===== src/rtl/isa_vram_bridge.sv =====
`timescale 1ns/1ps
`default_nettype none
// ============================================================================
//  Module      : isa_vram_bridge
//  Description : Turns decoded ISA host memory cycles in the VGA window into
//                word accesses on the VRAM arbiter port. Writes are posted
//                through a small FIFO; reads drain the FIFO first and stall
//                the host via isa_wait until VRAM returns data.
//  Revision    : 1.0 - initial release
// ============================================================================
module isa_vram_bridge #(
    parameter int unsigned FIFO_DEPTH = 4,
    parameter logic [19:0] WIN_BASE   = 20'hA0000,
    parameter logic [19:0] WIN_TOP    = 20'hBFFFF
) (
    input  logic        FPGACLK,
    input  logic        RESET,
    input  logic        req_valid,
    output logic        req_ready,
    input  logic [19:0] req_addr,
    input  logic        req_sbhe,
    input  logic        req_wr,
    input  logic [15:0] req_wdata,
    output logic        rd_valid,
    output logic [15:0] rd_data,
    output logic        isa_wait,
    output logic        vram_req,
    input  logic        vram_gnt_ack,
    output logic        vram_we,
    output logic [1:0]  vram_be,
    output logic [15:0] vram_addr,
    output logic [15:0] vram_wdata,
    input  logic [15:0] vram_rdata,
    output logic [7:0]  drop_count
);

    localparam int unsigned          c_PTR_W = (FIFO_DEPTH > 1) ? $clog2(FIFO_DEPTH) : 1;
    localparam int unsigned          c_CNT_W = c_PTR_W + 1;
    localparam logic [c_CNT_W-1:0]   c_FULL  = c_CNT_W'(FIFO_DEPTH);

    typedef enum logic [1:0] {
        IDLE     = 2'd0,
        WR_ISSUE = 2'd1,
        RD_ISSUE = 2'd2
    } state_t;

    state_t               r_state;
    state_t               w_state_next;

    // Posted-write FIFO storage and bookkeeping
    logic [15:0]          r_fifo_addr [FIFO_DEPTH];
    logic [1:0]           r_fifo_be   [FIFO_DEPTH];
    logic [15:0]          r_fifo_data [FIFO_DEPTH];
    logic [c_PTR_W-1:0]   r_wr_ptr;
    logic [c_PTR_W-1:0]   r_rd_ptr;
    logic [c_CNT_W-1:0]   r_count;
    logic [c_CNT_W-1:0]   w_count_next;

    // Single read-holding register
    logic                 r_rd_pend;
    logic                 w_rd_pend_next;
    logic [15:0]          r_rd_addr;
    logic [1:0]           r_rd_be;

    logic                 r_rd_valid;
    logic [15:0]          r_rd_data;
    logic                 r_isa_wait;
    logic                 w_isa_wait_next;
    logic [7:0]           r_drop_count;

    logic                 w_accept;
    logic                 w_in_win;
    logic [15:0]          w_word_addr;
    logic [1:0]           w_be;
    logic                 w_push;
    logic                 w_pop;
    logic                 w_rd_accept;
    logic                 w_oow_rd;
    logic                 w_drop;
    logic                 w_rd_done;
    logic                 w_full;

    // Request decode: window check, word address and lane selection
    assign w_in_win    = (req_addr >= WIN_BASE) && (req_addr <= WIN_TOP);
    assign w_word_addr = req_addr[16:1];
    // An odd address always lands on the high lane, whatever SBHE says
    assign w_be        = req_addr[0] ? 2'b10 : (req_sbhe ? 2'b01 : 2'b11);

    assign w_full      = (r_count == c_FULL);
    // Gated by RESET so the controller never sees ready while reset is held
    assign req_ready   = RESET && !w_full && !r_rd_pend && (r_state != RD_ISSUE);
    assign w_accept    = req_valid && req_ready;
    assign w_push      = w_accept && req_wr && w_in_win;
    assign w_rd_accept = w_accept && !req_wr && w_in_win;
    assign w_oow_rd    = w_accept && !req_wr && !w_in_win;
    assign w_drop      = w_accept && !w_in_win;
    assign w_pop       = (r_state == WR_ISSUE) && vram_gnt_ack;
    assign w_rd_done   = (r_state == RD_ISSUE) && vram_gnt_ack;

    assign w_count_next    = r_count + c_CNT_W'(w_push) - c_CNT_W'(w_pop);
    assign w_rd_pend_next  = w_rd_accept ? 1'b1 : (w_rd_done ? 1'b0 : r_rd_pend);
    assign w_isa_wait_next = w_rd_pend_next || (w_state_next == RD_ISSUE) || (w_count_next == c_FULL);

    // FIFO entry storage; contents are only observed through valid pointers
    always_ff @(posedge FPGACLK) begin
        if (w_push) begin
            r_fifo_addr[r_wr_ptr] <= w_word_addr;
            r_fifo_be[r_wr_ptr]   <= w_be;
            r_fifo_data[r_wr_ptr] <= req_wdata;
        end
    end

    // FIFO pointers and occupancy
    always_ff @(posedge FPGACLK or negedge RESET) begin
        if (!RESET) begin
            r_wr_ptr <= '0;
            r_rd_ptr <= '0;
            r_count  <= '0;
        end else begin
            if (w_push) begin
                r_wr_ptr <= r_wr_ptr + 1'b1;
            end
            if (w_pop) begin
                r_rd_ptr <= r_rd_ptr + 1'b1;
            end
            r_count <= w_count_next;
        end
    end

    // Read holding, read return, host stall and drop counter
    always_ff @(posedge FPGACLK or negedge RESET) begin
        if (!RESET) begin
            r_rd_pend    <= 1'b0;
            r_rd_addr    <= '0;
            r_rd_be      <= '0;
            r_rd_valid   <= 1'b0;
            r_rd_data    <= '0;
            r_isa_wait   <= 1'b0;
            r_drop_count <= '0;
        end else begin
            r_rd_pend  <= w_rd_pend_next;
            r_isa_wait <= w_isa_wait_next;
            r_rd_valid <= 1'b0;
            if (w_rd_accept) begin
                r_rd_addr <= w_word_addr;
                r_rd_be   <= w_be;
            end
            if (w_rd_done) begin
                r_rd_data  <= vram_rdata;
                r_rd_valid <= 1'b1;
            end else if (w_oow_rd) begin
                // Unmapped reads float high, like an empty ISA bus
                r_rd_data  <= 16'hFFFF;
                r_rd_valid <= 1'b1;
            end
            if (w_drop && (r_drop_count != 8'hFF)) begin
                r_drop_count <= r_drop_count + 8'd1;
            end
        end
    end

    // FSM state register
    always_ff @(posedge FPGACLK or negedge RESET) begin
        if (!RESET) begin
            r_state <= IDLE;
        end else begin
            r_state <= w_state_next;
        end
    end

    // FSM next state and arbiter-side outputs; writes always drain before a read
    always_comb begin
        w_state_next = r_state;
        vram_req     = 1'b0;
        vram_we      = 1'b0;
        vram_be      = '0;
        vram_addr    = '0;
        vram_wdata   = '0;
        case (r_state)
            IDLE: begin
                if (r_count != '0) begin
                    w_state_next = WR_ISSUE;
                end else if (r_rd_pend) begin
                    w_state_next = RD_ISSUE;
                end
            end
            WR_ISSUE: begin
                vram_req   = 1'b1;
                vram_we    = 1'b1;
                vram_be    = r_fifo_be[r_rd_ptr];
                vram_addr  = r_fifo_addr[r_rd_ptr];
                vram_wdata = r_fifo_data[r_rd_ptr];
                if (vram_gnt_ack) begin
                    // Stay put when another entry is ready so writes stream back to back
                    w_state_next = (w_count_next != '0) ? WR_ISSUE : IDLE;
                end
            end
            RD_ISSUE: begin
                vram_req  = 1'b1;
                vram_be   = r_rd_be;
                vram_addr = r_rd_addr;
                if (vram_gnt_ack) begin
                    w_state_next = IDLE;
                end
            end
            default: begin
                w_state_next = IDLE;
            end
        endcase
    end

    assign rd_valid   = r_rd_valid;
    assign rd_data    = r_rd_data;
    assign isa_wait   = r_isa_wait;
    assign drop_count = r_drop_count;

endmodule
`default_nettype wire

===== config.mk =====
export PLATFORM = sky130hd
export DESIGN_NAME = isa_vram_bridge
export DESIGN_NICKNAME = d
export VERILOG_FILES = /design/src/rtl/isa_vram_bridge.sv
export SDC_FILE = /design/constraint.sdc
export NUM_CORES = 1
export LEC_CHECK = 0
export ABC_CLOCK_PERIOD_IN_PS = 3100
export BUFFER_PORTS_ARGS = -buffer_cell sky130_fd_sc_hd__clkbuf_2
export CAP_MARGIN = 15
export CORE_MARGIN = 1.5
export CORE_UTILIZATION = 30
export CTS_BUF_LIST = sky130_fd_sc_hd__clkbuf_16
export CTS_CLUSTER_SIZE = 12
export DETAILED_ROUTE_END_ITERATION = 7
export GPL_TIMING_DRIVEN = 0
export PLACE_DENSITY = 0.49
export SKIP_CTS_REPAIR_TIMING = 1
export SYNTH_ARGS = -nofsm -noshare
export SYNTH_HDL_FRONTEND = slang
export SYNTH_SLANG_ARGS = --single-unit
export TNS_END_PERCENT = 30

===== constraint.sdc =====
create_clock -name FPGACLK -period 3.1 [get_ports FPGACLK]
set_clock_uncertainty 0.2 [all_clocks]
set_input_delay 0.155 -clock FPGACLK [delete_from_list [all_inputs] [get_ports FPGACLK]]
set_output_delay 0.155 -clock FPGACLK [all_outputs]
set_load 0.05 [all_outputs]

==> summary.md <==
| Metric | Value |
|---|---|
| Outcome | finished, violations left |
| Failing checks | setup timing |
| Non-Filler Instances | 949 |
| Seq cells post-synth | 190 |
| Clock latency on the worst-skew pair | 0.43 ns |
| Primary FF master, synth | edfxtp_1 |
| Avg Inst Size Synth | 18.5 um2 |
| CP Buf/Inv Count | 3 |
| Maximum VDD drop | 380 uV |
| Synthesis Warnings | 0 |
| CORE AREA | 25100 um2 |
| Layout Utilization | 0.392 |
| Starting Density | 0.305 |
| Final worst path period share | 1.04 |
| Flop2flop setup slack | -0.14 ns |
| Worst Reg-to-Reg Cells | 14 |
| Clock-pin transition on the worst setup and hold timing paths | 0.08 ns |
| Dpl hpwl | 10500 um |
| Post-synthesis xor/xnor area fraction | 0.0132 |
| Antenna fix cells | 0 |
| WS Path Type | flip-flop to flip-flop |
| Slowest cell delay on critical path | 0.42 ns |
| Hold EP | rd_data[1] |
| Post-synth EDFFs | 136 |
| WP data required | 3.20 ns |
| RSZ-0062 raised after global routing | true |
| Routability Congestion | 0.689 |
| Max clock buf depth | 2 |
| Placed cell count | 864 |
| Mux cell area share after synthesis | 0.130 |
| Max Clk Rate | 0.309 GHz |
| Detail Route Antenna Nets | 0 |
| R2R Path End | isa_wait |
| CTS Buf Count | 17 |
| Drt pass-1 iters | 4 |
| Worst setup SP type | flip-flop |
| Slew margin rel. | 0.304 |
| DR iter-0 viols | 162 |
| Grt total ovfl | 0 |
| Tightest Pin Transition | 1.04 ns |
| Vias | 4333 |
| Post-synthesis compound-gate area fraction | 0.0458 |
| Sequential share of the synthesized area | 0.710 |
| Mapped Area | 7650 um2 |
| Max cap viols | 0 |
| Worst setup margin | -0.137 ns |
| Critical-path top delay cell | dfrtp_1 |
| Hold WC Path Type | primary input to flip-flop |
| CTS tree | done |
| WP data arrival | 3.34 ns |
| CTS root buf | clkbuf_16 |
| Worst reg2reg startpoint | r_state[0] |
| Die Wd | 163 um |
| First-pass GRT wire length | 25400 um |
| Area growth syn-to-layout | 28.5% |
| Final WL | 16800 um |
| WL/cell | 17.7 um |
| Crit path max-delay family | adder cells |
| Ports | 121 |
| Hold Startpoint | req_wr |
| Asr flop ratio synth | 0.284 |
| Unique masters post-synth | 44 |
| Sink Count | 190 |
| Drt via density | 4.57 |
| Die Ht | 163 um |
| Post-Synth Simple-Gate Area | 0.0605 |
| Vias in the first global route | 4379 |
| Syn Nets | 484 |
| Synth Area in Adders | 0.0206 |
| Largest net degree at the start of global routing | 56 |
| # nets final | 676 |
| Highest fanout seen on the critical path | 4 |
| Post-Synthesis Cells | 414 |
| Final setup TNS | -0.154 ns |
| Post-route DRC | 0 |
| Initial antenna violation count | 0 |
| Pins over their slew limit | 0 |
| Layout cells sized above 1 | 0.388 |
| Worst Setup End Kind | flip-flop |
| # rows | 58 |
| Total GRT Usage | 0.132 |
| CP cell instances | inv_2 -> ha_4 -> nor3b_4 -> and2_4 -> and4_4 -> inv_2 -> ha_4 -> inv_2 -> ha_4 -> fa_2 -> xnor3_1 -> o31ai_1 -> and3_1 -> a221o_1 |
| Final Setup Violations | 2 |
| H-tree Lvls | 4 |
| I/O Buffers | 120 |
| Final Hold Fails | 0 |
| Pwr/cell area | 904 nW/um2 |
| Lkg Pwr | 3.70 nW |
| Post-layout min period | 3.24 ns |
| Worst Hold Depth | 3 |
| Largest family of logic cells by synthesized area | multiplexers |
| Die area | 26500 um2 |
-- worst max-delay path by stage --
stage          startpoint  endpoint  slack, ns  cells after the start
5_1_grt        r_state[0]  isa_wait      -0.24                     14
3_5_place_dp        RESET  isa_wait      -0.77                     14
6_report       r_state[0]  isa_wait      -0.14                     14
3_3_place_gp        RESET  isa_wait      -1.19                     14
4_1_cts        r_state[0]  isa_wait      -0.42                     15
2_1_floorplan  r_state[0]  isa_wait      -0.22                     15
-- cell families after synthesis --
kind of cell / count (synthesis)
compound gates: 43
xor+xnor: 10
fa+ha+maj: 12
buf+inv: 30
flops: 190
mux: 54
simple gates: 75
-- area by class of cell --
type	count	area, um2
Tap cell	330	413
Clock inverter	15	150
Inverter	9	33.8
Multi-Input combinational cell	194	2110
Sequential cell	190	5440
Buffer	19	106
Fill cell	2388	15300
Clock buffer	17	425
Timing Repair Buffer	175	1160
-- flip-flops by register name (all words and copies together), names as in the netlist --
| register | count |
|---|---|
| r_fifo_addr | 64 |
| r_fifo_data | 64 |
| r_rd_addr | 16 |
| rd_data | 16 |
| drop_count | 8 |
| r_fifo_be | 8 |
| r_count | 3 |
| r_rd_be | 2 |
| r_rd_ptr | 2 |
| r_state | 2 |
| r_wr_ptr | 2 |
| isa_wait | 1 |
| r_rd_pend | 1 |
| rd_valid | 1 |
-- worst register-to-register path, delay by kind of cell, from the launching register on --
family          cells  cell delay, ns
compound gates      2            0.38
fa+ha+maj           4            0.89
flops               1            0.42
buf+inv             3            0.16
simple gates        4            0.82
xor+xnor            1            0.26
-- where the power goes --
part / internal, mW / total (mW) / switching, mW
sequential: 2.98 / 3.16 / 0.187
clock: 1.07 / 2.10 / 1.04
combinational: 1.24 / 3.62 / 2.38
total: 5.29 / 8.89 / 3.60
-- per-layer routing --
metal | vias to the layer above | track usage | wire length [um] | share of wire
li1 | 2001 | - | - | -
met1 | 2234 | 0.159 | 6960 | 0.42
met2 | 84 | 0.230 | 8910 | 0.53
met3 | 14 | 0.0326 | 684 | 0.041
met4 | 0 | 0.0475 | 209 | 0.012
met5 | - | 0 | 0 | 0
-- cells in the mapped netlist, drive strengths merged (4+ instances only) --
library cell,n,share of area
nand2,12,0.0059
inv,9,0.0044
buf,14,0.012
ha,11,0.018
o22a,16,0.018
a22oi,18,0.018
nor2b,19,0.016
and2,22,0.019
xor2,7,0.0080
mux4,34,0.10
edfxtp,136,0.53
mux2,20,0.030
clkbuf,7,0.0034
nor2,4,0.0020
dfrtp,54,0.18
-- through the flow --
stage                     setup WS (ns)  instance area, um2  hold WS, ns  power, mW
after floorplan                  -0.220                7660       -0.341       5.93
after global placement            -1.19                8680        0.168       6.76
after detailed placement         -0.773                8680        0.154       6.82
after CTS                        -0.422                9250       -0.317       8.93
after global routing             -0.236                9830       0.0425       9.33
final                            -0.137                9830       0.0182       8.89
-- placed cells by master, fill, tap and decap left out, types with 5 or more instances in the layout --
cell	n
a22oi_1	18
and2_1	17
buf_2	5
buf_4	8
clkbuf_1	6
clkbuf_16	17
clkbuf_2	121
dfrtp_1	54
dlygate4sd3_1	51
edfxtp_1	136
ha_1	8
inv_1	7
mux2_2	19
mux4_2	34
nand2_1	12
nor2b_1	19
o22a_1	16
xor2_1	7
No activity file was read; power rests on OpenSTA's default activity.
